### src/rtl/cla_arbiter.sv
// Two-requester round-robin front end sharing one 11-bit carry-lookahead adder.
// Each operation runs IDLE (grant) -> EXEC (add) -> RESP (hold until consumed).

module CLA_11bit (
  input  logic [10:0] a,
  input  logic [10:0] b,
  output logic [10:0] sum,
  output logic        cout
);

  logic [10:0] g;
  logic [10:0] p;
  logic [11:0] c;
  logic        term;

  assign g = a & b;
  assign p = a ^ b;

  // Full lookahead: c[i+1] = OR over j<=i of g[j] & p[j+1] & ... & p[i]
  always_comb begin
    // NOTE: every variable gets a value before any branch or loop; a path that skips one would infer a latch.
    c    = '0;
    term = 1'b0;
    for (int i = 0; i < 11; i++) begin
      for (int j = 0; j <= i; j++) begin
        term = g[j];
        for (int k = j + 1; k <= i; k++) begin
          term = term & p[k];
        end
        c[i+1] = c[i+1] | term;
      end
    end
  end

  assign sum  = p ^ c[10:0];
  assign cout = c[11];

endmodule

module cla_arbiter #(
  parameter int W = 11
) (
  input  logic         clk,
  input  logic         rst_n,
  input  logic         req0_valid,
  input  logic [W-1:0] req0_a,
  input  logic [W-1:0] req0_b,
  output logic         req0_ready,
  input  logic         req1_valid,
  input  logic [W-1:0] req1_a,
  input  logic [W-1:0] req1_b,
  output logic         req1_ready,
  output logic         rsp_valid,
  input  logic         rsp_ready,
  output logic [W-1:0] rsp_sum,
  output logic         rsp_cout,
  output logic         rsp_id,
  output logic         busy
);

  typedef enum logic [1:0] {IDLE, EXEC, RESP} state_t;

  state_t       state, state_nxt;
  logic         last_grant;
  logic         winner;
  logic         grant;
  logic [W-1:0] op_a, op_b;
  logic         op_id;
  logic [W-1:0] add_sum;
  logic         add_cout;

  CLA_11bit u_cla (
    .a    (op_a),
    .b    (op_b),
    .sum  (add_sum),
    .cout (add_cout)
  );

  // Contention goes to whoever was not granted last; a lone requester always wins.
  always_comb begin
    state_nxt  = state;
    grant      = 1'b0;
    req0_ready = 1'b0;
    req1_ready = 1'b0;
    winner     = (req0_valid && req1_valid) ? ~last_grant : ~req0_valid;
    case (state)
      IDLE: begin
        if (rst_n && (req0_valid || req1_valid)) begin
          grant      = 1'b1;
          req0_ready = ~winner;
          req1_ready = winner;
          state_nxt  = EXEC;
        end
      end
      EXEC:    state_nxt = RESP;
      RESP:    if (rsp_ready) state_nxt = IDLE;
      default: state_nxt = IDLE;
    endcase
  end

  always_ff @(posedge clk) begin
    // NOTE: sequential state uses <= so every register sees pre-edge values regardless of block order.
    if (!rst_n) begin
      state      <= IDLE;
      last_grant <= 1'b1;
    end else begin
      state <= state_nxt;
      if (grant) last_grant <= winner;
    end
  end

  // NOTE: operand registers carry no reset; a grant always writes them before EXEC reads them.
  always_ff @(posedge clk) begin
    if (grant) begin
      op_a  <= winner ? req1_a : req0_a;
      op_b  <= winner ? req1_b : req0_b;
      op_id <= winner;
    end
  end

  always_ff @(posedge clk) begin
    if (!rst_n) begin
      rsp_sum  <= '0;
      rsp_cout <= 1'b0;
      rsp_id   <= 1'b0;
    end else if (state == EXEC) begin
      rsp_sum  <= add_sum;
      rsp_cout <= add_cout;
      rsp_id   <= op_id;
    end
  end

  assign rsp_valid = (state == RESP);
  assign busy      = (state != IDLE);

endmodule

### config.mk
export PLATFORM = sky130hd
export DESIGN_NAME = cla_arbiter
export DESIGN_NICKNAME = d
export VERILOG_FILES = /design/src/rtl/cla_arbiter.sv
export SDC_FILE = /design/constraint.sdc
export NUM_CORES = 1
export LEC_CHECK = 0
export ABC_AREA = 1
export CORE_MARGIN = 5
export CORE_UTILIZATION = 30
export CTS_CLUSTER_SIZE = 8
export DETAILED_ROUTE_END_ITERATION = 7
export GPL_TIMING_DRIVEN = 0
export PLACE_DENSITY = 0.65
export SYNTH_ARGS = -nofsm -noshare
export SYNTH_HDL_FRONTEND = slang
export SYNTH_HIERARCHICAL = 1
export SYNTH_SLANG_ARGS = --single-unit
### constraint.sdc
create_clock -name clk -period 2.7 [get_ports clk]
set_input_delay 0.675 -clock clk [delete_from_list [all_inputs] [get_ports clk]]
set_output_delay 0.675 -clock clk [all_outputs]
set_load 0.02 [all_outputs]
# After elaboration in Yosys (flattened, before gate mapping)
# Index checks and enable logic that the tools add are counted.
# totals
reg_bits,39
inputBits,49
word_cells,146
# op_classes
n_eq_ne,4
mux,12
bitwise_logic,116
n_reduce_logical,6
# op_table
op,n
1-bit AND,55
1-bit bitwise OR,55
11-bit two-way mux,2
11-bit XOR,2
11-bit AND,1
1-bit two-way mux,7
2-bit one-hot mux with 3 select lines,1
2-bit two-way mux,2
1-bit inverter,3
2-bit by 1-bit == test with 1-bit output (second input constant),1
2-bit == test (second input constant),1
1-bit logical AND,2
2-bit zero test,1
2-bit by 1-bit inequality test with 1-bit output (second input constant),1
2-bit inequality test (second input constant),1
2-bit AND reduction,1
2-bit nonzero test,1
1-bit logical OR,1

# Logic depth before layout (Yosys ltp)
# logic_depth
ltp_word,21
depth_mapped,16
mapped_depth_nobuf,16

# By module
# Netlist, hierarchy kept.
# modules_own_cells
mod,instances,cells_per_inst,area_each_um2,seq_area_each_um2
cla_arbiter,1,178,1652.8,1011.0
CLA_11bit,1,63,461.7,0.0

# Worst setup path before layout
# OpenSTA, ideal clock, no wires.
# synth_path
path_type,register to register
from,register op_a[1]
to,register rsp_sum[7]
setup_ps,116
arrival_time_ps,1886
required_time_ps,2584
path_slack_ps,698
stages_incl_launch_ff,13
n_path_buf,0
cell_sequence,edfxtp_1 > ha_1 > ha_1 > nand2_1 > nand3b_2 > a21o_1 > a21o_1 > nand2_2 > nand2_2 > a21oi_2 > xnor2_1 > o21ai_0 > nor2_1
# synth_via
elab_chain_len,14
word_cells_on_any_way,20
cone_classes,bitwise (20)
# synth_rtl
element,line,rtl
start: declaration,67,"logic [W-1:0] op_a, op_b;"
start signal: assignment,115,op_a <= winner ? req1_a : req0_a;
11-bit XOR,17,assign p = a ^ b;
1-bit AND (6 in series),28,term = term & p[k];
1-bit bitwise OR * (6 in series),30,c[i+1] = c[i+1] | term;
11-bit XOR *,35,assign sum = p ^ c[10:0];
net add_sum[7],69,logic [W-1:0] add_sum;
end signal: assignment,127,rsp_sum <= add_sum;
end: declaration,55,"output logic [W-1:0] rsp_sum,"
# The timed path passes the listed nets; every way through them passes the cells marked *.
# A chain may end at the register's enable or synchronous reset.

# Final worst setup path
# layout_path
from,input req1_valid
to,output req1_ready
# layout_via
elab_chain_len,4
word_cells_on_any_way,6
cone_classes,mux (3); reduce/logical (3)
# layout_rtl
element,line,rtl
start: declaration,49,"input logic req1_valid,"
1-bit logical AND or 1-bit logical OR (tied branches),"85, 88",
1-bit two-way mux or 1-bit logical AND (tied branches),"85, 88",
1-bit two-way mux *,88,if (rst_n && (req0_valid || req1_valid)) begin
1-bit two-way mux *,86,case (state)
end: declaration,52,"output logic req1_ready,"
# Every way passes the cells marked *; elsewhere a longest branch is shown, timed or not.

==> metrics.txt <==
# TYPE chip_impl_metric gauge
chip_impl_metric{name="port_buf_inserts",unit=""} 65
chip_impl_info{name="endpoint_kind",value="output pin"} 1
chip_impl_metric{name="final_cell_count_no_fill",unit=""} 410
chip_impl_metric{name="layout_cell_share_with_drive_strength_beyond_1",unit="%"} 12.7
chip_impl_info{name="r2r_start",value="op_a[1]$_DFFE_PP_"} 1
chip_impl_metric{name="min_period_over_period",unit="%"} 96.6
chip_impl_metric{name="yosys.area_share.simple",unit="%"} 28.2
chip_impl_metric{name="placementRows",unit=""} 30
chip_impl_metric{name="cp_slowest_stage_delay",unit="ps"} 520
chip_impl_metric{name="initial_core_util",unit="%"} 31.0
chip_impl_metric{name="core_area",unit="µm²"} 6830
chip_impl_metric{name="setup-tns-final",unit="ps"} 0
chip_impl_metric{name="numCtsBuffers",unit=""} 5
chip_impl_metric{name="ys_seq_area_share",unit="%"} 47.8
chip_impl_metric{name="syn_nets",unit=""} 303
chip_impl_metric{name="nets",unit=""} 375
chip_impl_metric{name="num_vias",unit=""} 1714
chip_impl_metric{name="globalplace.congestion",unit=""} 0.840
chip_impl_info{name="setup.worst_path.class",value="input pin to output pin"} 1
chip_impl_info{name="crit_family",value="buffers and inverters"} 1
chip_impl_metric{name="synth_compound_area_share",unit="%"} 4.44
chip_impl_metric{name="synth_top_area_share",unit="%"} 32.7
chip_impl_metric{name="post-route-drc-count",unit=""} 0
chip_impl_metric{name="synth_xor_area_share",unit="%"} 3.31
chip_impl_metric{name="max-cap-violations",unit=""} 0
chip_impl_metric{name="post-layout-total-power",unit="mW"} 1.52
chip_impl_metric{name="r2r.worst_path.cells",unit=""} 16
chip_impl_metric{name="place_area",unit="µm²"} 2890
chip_impl_metric{name="final_antenna_net_count",unit=""} 0
chip_impl_metric{name="syn_avg_cell_area",unit="µm²"} 8.77
chip_impl_info{name="dominantRegCellSynth",value="sky130_fd_sc_hd__edfxtp_1"} 1
chip_impl_metric{name="globalRouteOverflowTotal",unit=""} 0
chip_impl_metric{name="wirelength",unit="mm"} 4.32
chip_impl_info{name="rsz0062_at_grt",value="false"} 1
chip_impl_metric{name="cts-root-to-sink-buffers",unit=""} 2
chip_impl_info{name="outcome",value="complete, no violations"} 1
chip_impl_metric{name="worstSkewPairLatency",unit="ps"} 290
chip_impl_metric{name="average_via_count_per_standard_cell",unit=""} 4.18
chip_impl_metric{name="report.final.hold_viol_count",unit=""} 0
chip_impl_metric{name="setup_violations",unit=""} 0
chip_impl_info{name="yosys.area.top_type",value="sky130_fd_sc_hd__edfxtp_1"} 1
chip_impl_metric{name="summed_area_of_non_filler_cells_in_the_final_layout",unit="µm²"} 2970
chip_impl_metric{name="clock_period_minus_final_worst_setup_slack",unit="ps"} 2610
chip_impl_metric{name="yosys.cell_types.count",unit=""} 28
chip_impl_metric{name="synth.cell_area",unit="µm²"} 2110
chip_impl_metric{name="post_synth_fa_ha_maj_area_fraction",unit="%"} 8.05
chip_impl_metric{name="worst_ir_drop_vdd",unit="mV"} 0.169
chip_impl_metric{name="cp.required",unit="ps"} 2030
chip_impl_metric{name="ff2ff_setup_slack",unit="ps"} 510
chip_impl_metric{name="post_cts_buffers",unit=""} 0
chip_impl_metric{name="wire_length_of_the_first_global_routing_pass",unit="mm"} 7.38
chip_impl_metric{name="clock-sinks",unit=""} 39
chip_impl_info{name="synth.top_cells.by_area",value="sky130_fd_sc_hd__edfxtp_1, sky130_fd_sc_hd__dfxtp_1, sky130_fd_sc_hd__nand2_1"} 1
chip_impl_metric{name="worst_ep_arrival_time",unit="ps"} 1930
chip_impl_metric{name="clock_skews",unit="ps"} 5.42
chip_impl_metric{name="critPathBufInv",unit=""} 3
chip_impl_metric{name="grtUsageTotal",unit="%"} 10.6
chip_impl_metric{name="fp.dieW",unit="µm"} 94.0
chip_impl_metric{name="dr.pass1.iters",unit=""} 4
chip_impl_metric{name="avgRoutedWirePerCell",unit="µm"} 10.5
chip_impl_info{name="cts_tree",value="yes"} 1
chip_impl_info{name="timing.hold.worst.start",value="rsp_sum[7]$_SDFFE_PN0N_"} 1
chip_impl_metric{name="n_antenna_cell",unit=""} 0
chip_impl_info{name="largest_family_of_logic_cells_by_synthesized_area",value="simple AND/OR/NAND/NOR gates"} 1
chip_impl_metric{name="crit_fanout",unit=""} 8
chip_impl_metric{name="worst_hold_depth",unit=""} 2
chip_impl_metric{name="total_leakage_power",unit="nW"} 1.33
chip_impl_metric{name="worstMarginPinSlew",unit="ps"} 837
chip_impl_metric{name="synth_enable_flop_cells",unit=""} 23
chip_impl_metric{name="fmaxAchievable",unit="MHz"} 383
chip_impl_info{name="critPathSlowestCell",value="sky130_fd_sc_hd__clkdlybuf4s50_1"} 1
chip_impl_metric{name="final_core_util",unit="%"} 43.4
chip_impl_metric{name="muxShareOfSynthArea",unit="%"} 0
chip_impl_metric{name="ports_placed_on_the_boundary",unit=""} 66
chip_impl_metric{name="synthesized_instance_count",unit=""} 241
chip_impl_info{name="clock-root-buffer",value="sky130_fd_sc_hd__clkbuf_8"} 1
chip_impl_metric{name="grt_antenna_before_repair",unit=""} 0
chip_impl_info{name="timing.hold.worst.class",value="register to register"} 1
chip_impl_info{name="cp_cell_sequence",value="clkdlybuf4s50_1 > nand2_2 > nand2_4 > nand3_1 > inv_1 > dlygate4sd2_1"} 1
chip_impl_metric{name="grt_pass1_vias",unit=""} 1664
chip_impl_metric{name="slew-limit-headroom",unit="%"} 44.2
chip_impl_metric{name="layout-area-overhead-vs-synth",unit="%"} 40.2
chip_impl_metric{name="drt_iter0_markers",unit=""} 80
chip_impl_metric{name="yosysWarningCount",unit=""} 6
chip_impl_info{name="synth.top_cells.by_count",value="sky130_fd_sc_hd__nand2_1, sky130_fd_sc_hd__nor2_1, sky130_fd_sc_hd__edfxtp_1"} 1
chip_impl_info{name="critPathLaunchType",value="input pin"} 1
chip_impl_info{name="worst_r2r_endpoint",value="rsp_sum[10]$_SDFFE_PN0N_"} 1
chip_impl_metric{name="hpwlAfterDp",unit="mm"} 3.51
chip_impl_metric{name="pwr_density_cell",unit="nW/µm²"} 513
chip_impl_info{name="synthMostInstantiatedCell",value="sky130_fd_sc_hd__nand2_1"} 1
chip_impl_metric{name="yosys_register_bits",unit=""} 39
chip_impl_info{name="worst_hold_path_endpoint",value="rsp_sum[7]$_SDFFE_PN0N_"} 1
chip_impl_metric{name="path_clk_slew",unit="ps"} 70
chip_impl_metric{name="largest_net_degree_at_the_start_of_global_routing",unit=""} 24
chip_impl_metric{name="dieHeight",unit="µm"} 94.0
chip_impl_metric{name="cts.htree.levels",unit=""} 2
chip_impl_metric{name="die-area",unit="µm²"} 8830
chip_impl_metric{name="drv_slew",unit=""} 0
chip_impl_metric{name="postSynth.asyncResetShare",unit="%"} 0
chip_impl_metric{name="placed_cells",unit=""} 402
metrics by stage:
step | setup WS (ps) | hold WS (ps)
finish | 91.3 | 481
global placement | -249 | 457
detailed placement | -261 | 471
floorplan | 698 | 442
global route | 28.7 | 494
CTS | 18.0 | 489
logic make-up (layout without fill, tap and decap cells):
family                   Yosys count  in the layout
AO/OA/AOI/OAI                     17             17
XOR/XNOR                           8              8
adder cells (fa/ha/maj)           13             13
buffers and inverters             28            101
flip-flops                        39             39
AND/OR/NAND/NOR                  136            136
state kept, by name, summed over array words and instances (netlist names):
signal and cells:
rsp_id 1, op_b 11, last_grant 1, op_id 1, rsp_cout 1, rsp_sum 11
state 2, op_a 11
cell usage in the layout, fill, tap and decap left out, types with 2 or more instances in the layout:
cell type / count
sky130_fd_sc_hd__nand2_1: 70
sky130_fd_sc_hd__clkdlybuf4s50_1: 62
sky130_fd_sc_hd__nor2_1: 36
sky130_fd_sc_hd__edfxtp_1: 23
sky130_fd_sc_hd__inv_1: 16
sky130_fd_sc_hd__dfxtp_1: 16
sky130_fd_sc_hd__nand2_2: 13
sky130_fd_sc_hd__o21ai_0: 13
sky130_fd_sc_hd__ha_1: 12
sky130_fd_sc_hd__nand3_1: 9
sky130_fd_sc_hd__xor2_1: 6
sky130_fd_sc_hd__clkbuf_8: 5
sky130_fd_sc_hd__buf_4: 3
sky130_fd_sc_hd__buf_6: 3
sky130_fd_sc_hd__clkinv_2: 3
sky130_fd_sc_hd__nand2_4: 2
sky130_fd_sc_hd__inv_4: 2
sky130_fd_sc_hd__nand4_1: 2
sky130_fd_sc_hd__xnor2_1: 2
sky130_fd_sc_hd__a21o_1: 2
how the worst max path moves through the flow:
stage / cells after the start / startpoint / endpoint / slack [ps]
final: 6 / req1_valid / req1_ready / 90
after global routing: 6 / req1_valid / req1_ready / 30
after CTS: 5 / req0_valid / req0_ready / 20
after detailed placement: 5 / req0_valid / req0_ready / -260
after global placement: 5 / req0_valid / req0_ready / -250
after floorplan: 12 / op_a[1]$_DFFE_PP_ / rsp_sum[7]$_SDFFE_PN0N_ / 700
worst reg2reg max path: cells and delay by family, from the launching register on:
kind            cells  cell delay (ps)
flops               1              420
simple gates       13              970
fa+ha+maj           2              500
compound gates      1              220
repair_timing:
action | in CTS | in global routing
hold buffers | 0 | 0
gates resized for setup | 2 | 3
setup endpoints to repair | 2 | 2
pin swaps | 0 | 0
power breakdown:
part | switching [mW] | total [mW] | internal, mW | leakage, nW
registers | 0.0218 | 0.714 | 0.693 | 0.349
logic | 0.217 | 0.431 | 0.215 | 0.935
clock network | 0.200 | 0.377 | 0.177 | 0.0477
total | 0.438 | 1.52 | 1.08 | 1.33
layer usage:
metal / wire, µm / GRT usage, % / part of all wire (%) / vias to the layer above
li1: - / - / - / 913
met1: 1880 / 12.5 / 44 / 738
met2: 2010 / 17.1 / 46 / 54
met3: 292 / 3.29 / 6.8 / 9
met4: 135 / 5.66 / 3.1 / 0
met5: 0 / 0 / 0 / -
final cells by class:
class / instances / area [µm²]
fillers: 688 / 3870
flip-flops and latches: 39 / 1010
multi-input cells: 174 / 931
repair buffers: 65 / 647
well taps: 96 / 120
plain buffers: 9 / 96.3
inverters: 19 / 76.3
clock buffers: 5 / 68.8
clock inverters: 3 / 15.0
Power figures use the tool's default switching activity.
